--- config.mk ---
export PLATFORM = sky130hd
export DESIGN_NAME = irq_arbiter
export DESIGN_NICKNAME = d
export VERILOG_FILES = /design/src/rtl/irq_arbiter.sv
export SDC_FILE = /design/constraint.sdc
export NUM_CORES = 1
export LEC_CHECK = 0
export ABC_CLOCK_PERIOD_IN_PS = 1800
export BUFFER_PORTS_ARGS = -buffer_cell sky130_fd_sc_hd__buf_2
export CAP_MARGIN = 20
export CORE_ASPECT_RATIO = 1.25
export CORE_UTILIZATION = 28
export CTS_BUF_LIST = sky130_fd_sc_hd__clkbuf_4 sky130_fd_sc_hd__clkbuf_8 sky130_fd_sc_hd__clkbuf_16
export CTS_CLUSTER_DIAMETER = 100
export CTS_CLUSTER_SIZE = 28
export DETAILED_ROUTE_END_ITERATION = 16
export GPL_ROUTABILITY_DRIVEN = 0
export GPL_TIMING_DRIVEN = 0
export HOLD_SLACK_MARGIN = 0.15
export SYNTH_ARGS = -nofsm -noshare
export SYNTH_HDL_FRONTEND = slang
export SYNTH_SLANG_ARGS = --single-unit
--- constraint.sdc ---
create_clock -name clk -period 1.8 [get_ports clk]
set_clock_uncertainty 0.15 [all_clocks]
set_input_delay 0.18 -clock clk [delete_from_list [all_inputs] [get_ports clk]]
set_output_delay 0.18 -clock clk [all_outputs]
set_load 0.05 [all_outputs]
--- src/rtl/irq_arbiter.sv ---
// irq_arbiter: registers level interrupt requests, masks them with en_mask and gie,
// picks one winner and runs a request/take/done handshake with the pipeline.
// Latency: a request rising at edge N shows irq=1 after edge N+2; all outputs registered.
// Backpressure: the winner is held in REQ until irq_take; no new request is presented
// until irq_done returns the block to IDLE.
// Ports:
//   clk, reset          clock, asynchronous active-high reset
//   src_req / src_ack   level requests in, one-hot single-cycle acknowledge out
//   gie                 CPU global interrupt enable
//   irq / irq_id        request and winner index to the pipeline
//   irq_take / irq_done trap committed / handler returned
//   cfg_we / cfg_wdata  enable-mask write; en_mask is the readback
//   busy                high while a handler is in service
// Optional feature: define IRQ_RR_EN for round-robin arbitration (default fixed
// lowest-index priority).
module irq_arbiter #(
  parameter int                  NUM_SRC    = 4,
  parameter int                  ID_W       = 2,
  parameter logic [NUM_SRC-1:0]  RESET_MASK = 4'hF
) (
  input  logic               clk,
  input  logic               reset,
  input  logic [NUM_SRC-1:0] src_req,
  output logic [NUM_SRC-1:0] src_ack,
  input  logic               gie,
  output logic               irq,
  output logic [ID_W-1:0]    irq_id,
  input  logic               irq_take,
  input  logic               irq_done,
  input  logic               cfg_we,
  input  logic [NUM_SRC-1:0] cfg_wdata,
  output logic [NUM_SRC-1:0] en_mask,
  output logic               busy
);

  typedef enum logic [1:0] {
    IDLE    = 2'd0,
    REQ     = 2'd1,
    SERVICE = 2'd2
  } state_t;

  state_t             state;
  logic [NUM_SRC-1:0] req_q;
  logic [NUM_SRC-1:0] blk;
  logic [NUM_SRC-1:0] elig;
  logic [NUM_SRC-1:0] cur_oh;
  logic               cur_ok;
  logic               win_vld;
  logic [ID_W-1:0]    win_idx;

  assign elig    = req_q & en_mask & ~blk;
  assign win_vld = |elig;

  // One-hot form of the presented winner; used for the ack, the block bit and
  // the withdraw test without indexing by irq_id.
  always_comb begin
    cur_oh = '0;
    for (int i = 0; i < NUM_SRC; i++) begin
      cur_oh[i] = (ID_W'(i) == irq_id);
    end
  end

  // The presented winner is still wanted: still enabled and still requesting.
  assign cur_ok = |(cur_oh & en_mask & req_q);

`ifdef IRQ_RR_EN
  logic [NUM_SRC-1:0] last_grant;  // one-hot, last source that was taken
  int                 last_idx;
  int                 dist;
  int                 best;

  // Pick the eligible source closest after last_grant (wrapping).
  always_comb begin
    last_idx = 0;
    dist     = 0;
    best     = NUM_SRC;
    win_idx  = '0;
    for (int i = 0; i < NUM_SRC; i++) begin
      if (last_grant[i]) last_idx = i;
    end
    for (int i = 0; i < NUM_SRC; i++) begin
      if (elig[i]) begin
        dist = (i + NUM_SRC - last_idx - 1) % NUM_SRC;
        if (dist < best) begin
          best    = dist;
          win_idx = ID_W'(i);
        end
      end
    end
  end

  always_ff @(posedge clk or posedge reset) begin
    if (reset) begin
      last_grant <= {1'b1, {(NUM_SRC-1){1'b0}}};
    end else if (state == REQ && irq_take) begin
      last_grant <= cur_oh;
    end
  end
`else
  // Fixed priority: scan downwards so the lowest eligible index wins.
  always_comb begin
    win_idx = '0;
    for (int i = NUM_SRC - 1; i >= 0; i--) begin
      if (elig[i]) win_idx = ID_W'(i);
    end
  end
`endif

  always_ff @(posedge clk or posedge reset) begin
    if (reset) begin
      state   <= IDLE;
      req_q   <= '0;
      blk     <= '0;
      en_mask <= RESET_MASK;
      irq     <= 1'b0;
      irq_id  <= '0;
      src_ack <= '0;
      busy    <= 1'b0;
    end else begin
      req_q   <= src_req;
      src_ack <= '0;
      if (cfg_we) en_mask <= cfg_wdata;

      // A block bit lives until the source's dropped request reaches req_q;
      // this covers the ack-to-req_q lag so an early irq_done cannot re-raise it.
      blk <= blk & req_q;

      case (state)
        IDLE: begin
          if (gie && win_vld) begin
            irq    <= 1'b1;
            irq_id <= win_idx;
            state  <= REQ;
          end
        end
        REQ: begin
          // Take has priority over withdraw: the trap is already committed.
          if (irq_take) begin
            irq     <= 1'b0;
            src_ack <= cur_oh;
            blk     <= (blk & req_q) | cur_oh;
            busy    <= 1'b1;
            state   <= SERVICE;
          end else if (!gie || !cur_ok) begin
            irq   <= 1'b0;
            state <= IDLE;
          end
        end
        SERVICE: begin
          if (irq_done) begin
            busy  <= 1'b0;
            state <= IDLE;
          end
        end
        default: begin
          irq   <= 1'b0;
          busy  <= 1'b0;
          state <= IDLE;
        end
      endcase
    end
  end

endmodule

==> impl_metrics.xml, run 1 <==
<?xml version="1.0" encoding="UTF-8"?>
<metrics>
  <group name="outcome">
    <metric name="outcome" unit="">finished, final reports clean</metric>
  </group>
  <group name="synthesis">
    <metric name="synth.cell_area" unit="um2">850.8</metric>
    <metric name="synth_edf_count" unit="">0</metric>
    <metric name="yosysWarningCount" unit="">0</metric>
    <metric name="post_synth_inst_count" unit="">65</metric>
    <metric name="post-synth-top-area-cell" unit="">sky130_fd_sc_hd__dfrtp_1</metric>
    <metric name="ys_ff_latch" unit="">22</metric>
    <metric name="dominantRegCellSynth" unit="">sky130_fd_sc_hd__dfrtp_1</metric>
    <metric name="synth.yosys.seq_area_share" unit="%">65.29</metric>
    <metric name="share_of_synthesized_flip_flops_with_an_asynchronous_set_or_reset" unit="%">100.0</metric>
    <metric name="synth_most_common_cell" unit="">sky130_fd_sc_hd__dfrtp_1</metric>
    <metric name="synthDistinctLibCells" unit="">21</metric>
    <metric name="synthTopCellsByCount" unit="">sky130_fd_sc_hd__dfrtp_1, sky130_fd_sc_hd__nand2_1, sky130_fd_sc_hd__inv_1</metric>
    <metric name="synth_nets" unit="">79</metric>
    <metric name="post_synth_main_area_contributors" unit="">sky130_fd_sc_hd__dfrtp_1, sky130_fd_sc_hd__dfstp_2, sky130_fd_sc_hd__mux2_2, sky130_fd_sc_hd__nand2_1, sky130_fd_sc_hd__a21o_1</metric>
    <metric name="netlist.area_leader.share" unit="%">52.94</metric>
    <metric name="post_syn_area_per_cell" unit="um2">13.09</metric>
  </group>
  <group name="power_and_ir_drop">
    <metric name="power.density_cell_area" unit="nW/um2">1169</metric>
    <metric name="clkPwrFrac" unit="%">16.2</metric>
    <metric name="netSwitchingFraction" unit="%">38.94</metric>
    <metric name="power.switching" unit="uW">556.1</metric>
    <metric name="cellLeakagePower" unit="uW">0.0006266</metric>
    <metric name="sequentialPowerShare" unit="%">46.8</metric>
    <metric name="power_report.internal_total" unit="uW">872.0</metric>
    <metric name="comb_power_share" unit="%">37.0</metric>
    <metric name="vdd_ir_drop_max" unit="mV">0.5563</metric>
  </group>
  <group name="sta">
    <metric name="period_minus_slack" unit="ns">1.615</metric>
    <metric name="rsz0062_at_grt" unit="">false</metric>
    <metric name="hold_viol_final" unit="">0</metric>
    <metric name="maxSlewViolCount" unit="">0</metric>
    <metric name="max_freq" unit="MHz">619.2</metric>
    <metric name="setup_violations" unit="">0</metric>
    <metric name="period_share" unit="%">89.72</metric>
    <metric name="timing_worst_slew_pin_value" unit="ns">0.8074</metric>
    <metric name="setup_tns_after_final_layout" unit="ns">0</metric>
    <metric name="maxSlewHeadroom" unit="%">46.12</metric>
    <metric name="hold_ws" unit="ns">0.3345</metric>
  </group>
  <group name="setup_path">
    <metric name="longest_individual_stage_delay_on_the_worst_path" unit="ns">0.56</metric>
    <metric name="critical_path.most_common_cell" unit="">sky130_fd_sc_hd__dlygate4sd3_1</metric>
    <metric name="worst-r2r-setup-slack" unit="ns">0.22</metric>
    <metric name="worst_ep_arrival_time" unit="ns">1.65</metric>
    <metric name="slowest_stage" unit="">sky130_fd_sc_hd__dlygate4sd3_1</metric>
    <metric name="worstPathCellList" unit="">dlygate4sd3_1 -&gt; buf_2 -&gt; nand3b_1 -&gt; nand2_1 -&gt; dlygate4sd3_1</metric>
    <metric name="worst-endpoint-required" unit="ns">1.84</metric>
    <metric name="timing.critical_path.fanout_max" unit="">6</metric>
    <metric name="category_of_the_worst_setup_path_launch_point" unit="">input pin</metric>
    <metric name="cpLargestDelayFamily" unit="">buffers and inverters</metric>
    <metric name="timing.critical_path.to_type" unit="">register</metric>
    <metric name="start_to_end_type_of_the_worst_setup_path" unit="">input pin to register</metric>
    <metric name="critPathBufInv" unit="">3</metric>
  </group>
  <group name="layout">
    <metric name="post-route-cell-area" unit="um2">1221</metric>
    <metric name="drive_gt1_share" unit="%">37.84</metric>
    <metric name="area_growth" unit="%">43.53</metric>
    <metric name="num_antenna_cells" unit="">0</metric>
    <metric name="final_nets" unit="">126</metric>
  </group>
  <group name="global_routing">
    <metric name="wire_length_of_the_first_global_routing_pass" unit="mm">2.925</metric>
    <metric name="first_global_vias" unit="">702</metric>
    <metric name="grt_remaining_overflow" unit="">0</metric>
    <metric name="largest_net_degree_at_the_start_of_global_routing" unit="">23</metric>
    <metric name="all_layer_global_routing_usage" unit="%">11.88</metric>
    <metric name="antenna_violations_before_repair" unit="">0</metric>
  </group>
  <group name="clock_network">
    <metric name="number_of_buffers_created_by_cts" unit="">3</metric>
    <metric name="cts_max_level" unit="">1</metric>
    <metric name="clock_path_buffers" unit="">2</metric>
    <metric name="post_cts_resized" unit="">0</metric>
    <metric name="post-cts-setup-buffers" unit="">0</metric>
    <metric name="cts.root.buffer_cell" unit="">sky130_fd_sc_hd__clkbuf_4</metric>
    <metric name="clock_sinks" unit="">22</metric>
    <metric name="clock_insertion_delay_worst_skew" unit="ns">0.29</metric>
    <metric name="clk_pin_slew" unit="ns">0.10</metric>
    <metric name="tritoncts" unit="">yes</metric>
  </group>
  <group name="routing">
    <metric name="drc_errors" unit="">0</metric>
    <metric name="num_vias" unit="">668</metric>
    <metric name="firstDrtPassIters" unit="">7</metric>
    <metric name="first_iter_violations" unit="">9</metric>
    <metric name="drtAntennaViolNets" unit="">0</metric>
    <metric name="routed_via_density" unit="">4.544</metric>
    <metric name="route.final.wire_length" unit="mm">1.668</metric>
    <metric name="drt-wirelength-per-cell" unit="um">11.35</metric>
  </group>
  <group name="min_path">
    <metric name="hp-class" unit="">register to register</metric>
  </group>
  <group name="job">
    <metric name="drv_cap" unit="">0</metric>
  </group>
  <group name="floorplan">
    <metric name="top_level_ports" unit="">26</metric>
    <metric name="initial_utilization" unit="%">29.16</metric>
    <metric name="coreArea" unit="um2">2918</metric>
    <metric name="horizontal_die_dimension" unit="um">51.31</metric>
    <metric name="fp-row-count" unit="">22</metric>
    <metric name="dieHeight" unit="um">63.63</metric>
    <metric name="die_area" unit="um2">3265</metric>
  </group>
  <group name="placement">
    <metric name="port-buffer-count" unit="">25</metric>
    <metric name="placed_area" unit="um2">1021</metric>
    <metric name="hpwl" unit="mm">1.234</metric>
  </group>
</metrics>
[flip-flops by register name (all words and copies together) (netlist names)]
name and cells:
blk 4, en_mask 4, req_q 4, src_ack 4, irq_id 2, state 2, busy 1, irq 1
[placed cells by master, fill, tap and decap left out, drive strengths merged]
cell	instances
buf	25
dfrtp	18
dlygate4sd3	17
nand2	9
inv	5
mux2	4
nor3	4
clkbuf	4
dfstp	4
a21o	4
o21ai	3
nand3b	2
a21oi	2
nor3b	1
o22ai	1
mux4	1
and4bb	1
nand2b	1
a22oi	1
o2111ai	1
o2bb2ai	1
mux2i	1
nor2	1
[worst paths after layout]
kind | from | endpoint | depth (start not counted)
max | irq_take | state[1]$_DFFE_PP0P_ | 5
min reg2reg | req_q[2]$_DFF_PP0_ | blk[2]$_DFF_PP0_ | 1
min | req_q[2]$_DFF_PP0_ | blk[2]$_DFF_PP0_ | 1
max in group asynchronous | reset | req_q[3]$_DFF_PP0_ | 3
min in group asynchronous | reset | busy$_DFFE_PP0P_ | 3
max reg2reg | en_mask[2]$_DFFE_PP1P_ | irq$_DFFE_PP0P_ | 4
[kinds of logic (layout without fill, tap and decap cells)]
kind of cell / Yosys count / count (layout) / share of synthesized area, %
flip-flops: 22 / 22 / 65.29
AND/OR/NAND/NOR: 19 / 19 / 12.50
AO/OA/AOI/OAI: 13 / 13 / 10.88
multiplexers: 6 / 6 / 9.117
buffers and inverters: 5 / 51 / 2.206
[cell type report]
type                            instances  area (um2)
Multi-Input combinational cell         38       276.5
Clock buffer                            4       30.03
Inverter                                5       18.77
Timing Repair Buffer                   42       295.3
Sequential cell                        22       555.5
Fill cell                             296        1697
Tap cell                               36       45.04
[layer usage]
layer | up-vias | part of all wire (%) | track usage (%)
li1 | 320 | - | -
met1 | 320 | 42 | 13.26
met2 | 25 | 51 | 21.22
met3 | 3 | 4.9 | 2.415
met4 | 0 | 1.2 | 5.068
met5 | - | 0 | 0
[what timing repair did]
item                       4_1_cts  5_1_grt
hold endpoints to repair        29        0
hold buffers                    17        0
setup endpoints to repair        0        0
[power groups by stage]
stage / logic (uW) / registers [uW] / clock network [uW]
after global placement: 480 / 674 / 0
final: 528 / 668 / 232
after CTS: 530 / 670 / 248
after global routing: 570 / 685 / 264
after detailed placement: 489 / 679 / 0
after floorplan: 164 / 882 / 0
[stage by stage]
stage	util [%]	worst slack (ns)	std cells	power (uW)
final	41.85	0.1851	147	1428
after global routing	41.85	0.06947	147	1519
after CTS	41.85	0.2037	147	1448
after detailed placement	34.99	0.2335	126	1169
after global placement	34.99	0.2431	126	1154
after floorplan	-	0.07589	65	1045
Power figures use the tool's default switching activity.
==> run 2: changes to the inputs <==
- CORE_MARGIN: unset -> 2
- CORE_UTILIZATION: 28 -> 48
- PLACE_DENSITY: unset -> 0.75
==> impl_metrics.xml, run 2 (synthesized netlist as in run 1, its figures left out) <==
<?xml version="1.0" encoding="UTF-8"?>
<metrics>
  <group name="outcome">
    <metric name="outcome" unit="">finished, final reports clean</metric>
  </group>
  <group name="sta">
    <metric name="timing_worst_slew_pin_value" unit="ns">0.7858</metric>
    <metric name="max_freq" unit="MHz">615.0</metric>
    <metric name="setup_tns_after_final_layout" unit="ns">0</metric>
    <metric name="period_share" unit="%">90.33</metric>
    <metric name="maxSlewHeadroom" unit="%">47.55</metric>
    <metric name="post-route-worst-setup-slack" unit="ns">0.1740</metric>
    <metric name="rsz0062_at_grt" unit="">false</metric>
    <metric name="period_minus_slack" unit="ns">1.626</metric>
    <metric name="setup_violations" unit="">0</metric>
    <metric name="hold_viol_final" unit="">0</metric>
    <metric name="hold_ws" unit="ns">0.3281</metric>
    <metric name="maxSlewViolCount" unit="">0</metric>
  </group>
  <group name="clock_network">
    <metric name="cts.root.buffer_cell" unit="">sky130_fd_sc_hd__clkbuf_4</metric>
    <metric name="clock_path_buffers" unit="">2</metric>
    <metric name="number_of_buffers_created_by_cts" unit="">3</metric>
    <metric name="tritoncts" unit="">yes</metric>
    <metric name="cts.hold.buffers_added" unit="">17</metric>
    <metric name="clk_pin_slew" unit="ns">0.11</metric>
    <metric name="cts_max_level" unit="">1</metric>
    <metric name="post_cts_resized" unit="">0</metric>
    <metric name="clock_sinks" unit="">22</metric>
    <metric name="clock_insertion_delay_worst_skew" unit="ns">0.30</metric>
    <metric name="post-cts-setup-buffers" unit="">0</metric>
  </group>
  <group name="setup_path">
    <metric name="start_to_end_type_of_the_worst_setup_path" unit="">input pin to register</metric>
    <metric name="timing.critical_path.to_type" unit="">register</metric>
    <metric name="timing.critical_path.fanout_max" unit="">6</metric>
    <metric name="category_of_the_worst_setup_path_launch_point" unit="">input pin</metric>
    <metric name="worst_ep_arrival_time" unit="ns">1.67</metric>
    <metric name="worst-endpoint-required" unit="ns">1.85</metric>
  </group>
  <group name="global_routing">
    <metric name="all_layer_global_routing_usage" unit="%">18.75</metric>
    <metric name="wire_length_of_the_first_global_routing_pass" unit="mm">3.029</metric>
    <metric name="antenna_violations_before_repair" unit="">0</metric>
    <metric name="grt_remaining_overflow" unit="">0</metric>
    <metric name="first_global_vias" unit="">727</metric>
    <metric name="largest_net_degree_at_the_start_of_global_routing" unit="">23</metric>
  </group>
  <group name="floorplan">
    <metric name="die_area" unit="um2">2127</metric>
    <metric name="initial_utilization" unit="%">49.38</metric>
    <metric name="top_level_ports" unit="">26</metric>
    <metric name="horizontal_die_dimension" unit="um">41.66</metric>
    <metric name="dieHeight" unit="um">51.07</metric>
    <metric name="fp-row-count" unit="">17</metric>
    <metric name="coreArea" unit="um2">1723</metric>
  </group>
  <group name="layout">
    <metric name="n_fill_cell" unit="">130</metric>
    <metric name="multiInputGateArea" unit="um2">276.5</metric>
    <metric name="final_nets" unit="">126</metric>
    <metric name="drive_gt1_share" unit="%">37.84</metric>
    <metric name="num_antenna_cells" unit="">0</metric>
    <metric name="layout.area.seq" unit="um2">555.5</metric>
    <metric name="most-common-layout-cells" unit="">sky130_fd_sc_hd__buf_2, sky130_fd_sc_hd__dfrtp_1, sky130_fd_sc_hd__dlygate4sd3_1</metric>
    <metric name="layout_commonest_cell" unit="">sky130_fd_sc_hd__buf_2</metric>
    <metric name="area_growth" unit="%">41.77</metric>
  </group>
  <group name="routing">
    <metric name="dr.max_layer_used" unit="">met4</metric>
    <metric name="routed_via_density" unit="">5.138</metric>
    <metric name="met2RoutedLength" unit="um">936</metric>
    <metric name="firstDrtPassIters" unit="">4</metric>
    <metric name="route.final.wire_length" unit="mm">1.664</metric>
    <metric name="route.layer.met1.wl" unit="um">642</metric>
    <metric name="drt-wirelength-per-cell" unit="um">12.80</metric>
    <metric name="drtAntennaViolNets" unit="">0</metric>
    <metric name="routed-wl-met3" unit="um">71</metric>
    <metric name="num_vias" unit="">668</metric>
    <metric name="first_iter_violations" unit="">11</metric>
    <metric name="drc_errors" unit="">0</metric>
  </group>
  <group name="min_path">
    <metric name="hp-class" unit="">register to register</metric>
  </group>
  <group name="power_and_ir_drop">
    <metric name="cellLeakagePower" unit="uW">0.0006292</metric>
    <metric name="power.density_cell_area" unit="nW/um2">1205</metric>
    <metric name="vdd_ir_drop_max" unit="mV">0.7553</metric>
  </group>
  <group name="placement">
    <metric name="hpwl" unit="mm">1.131</metric>
    <metric name="pre_cts_ws" unit="ns">0.2176</metric>
    <metric name="port-buffer-count" unit="">25</metric>
  </group>
  <group name="job">
    <metric name="drv_cap" unit="">0</metric>
  </group>
</metrics>
## run 2: cell counts in the layout (fill, tap and decap cells not counted)
No cell type changed its count.
## run 2: final timing paths
| check | from | end | slack (ns) | cells after the start |
|---|---|---|---|---|
| min in group asynchronous | reset | state[1]$_DFFE_PP0P_ | 0.41 | 3 |
| worst max register to register | en_mask[3]$_DFFE_PP1P_ | irq$_DFFE_PP0P_ | 0.19 | 4 |
| worst min register to register | busy$_DFFE_PP0P_ | busy$_DFFE_PP0P_ | 0.33 | 2 |
| worst max-delay path | irq_take | state[1]$_DFFE_PP0P_ | 0.17 | 5 |
| max in group asynchronous | reset | src_ack[0]$_DFF_PP0_ | 0.60 | 3 |
| worst min-delay path | busy$_DFFE_PP0P_ | busy$_DFFE_PP0P_ | 0.33 | 2 |
## run 2: routing by layer
metal,global-route usage (%),vias up
met5,0,-
met4,7.527,0
met3,4.240,2
met2,34.38,20
met1,20.75,325
li1,-,321
## run 2: power by group
part	switching, uW	internal, uW	leakage (uW)	total [uW]
Sequential	77.1	590	0.000274	667
Combinational	345	181	0.000334	526
Clock	138	123	0.0000210	261
## run 2: area by class of cell
class	count	area share [%]
Sequential cell	22	46.06
Multi-Input combinational cell	38	22.93
Inverter	5	1.556
Timing Repair Buffer	42	24.48
Tap cell	19	1.971
Clock buffer	4	3.008
## run 2: worst max-delay path: stages
cell                            delay [ns]
sky130_fd_sc_hd__dlygate4sd3_1        0.53
sky130_fd_sc_hd__buf_2                0.12
sky130_fd_sc_hd__nand3b_1             0.20
sky130_fd_sc_hd__nand2_1              0.07
sky130_fd_sc_hd__dlygate4sd3_1        0.56
## run 2: stage by stage
stage	std cells	cell area (um2)	utilization, %	total power (uW)
after detailed placement	109	999.7	58.02	1165
after global routing	130	1206	70.01	1549
after CTS	130	1206	70.01	1462
final	130	1206	70.01	1454
after floorplan	65	850.8	-	1045
after global placement	109	999.7	58.02	1150
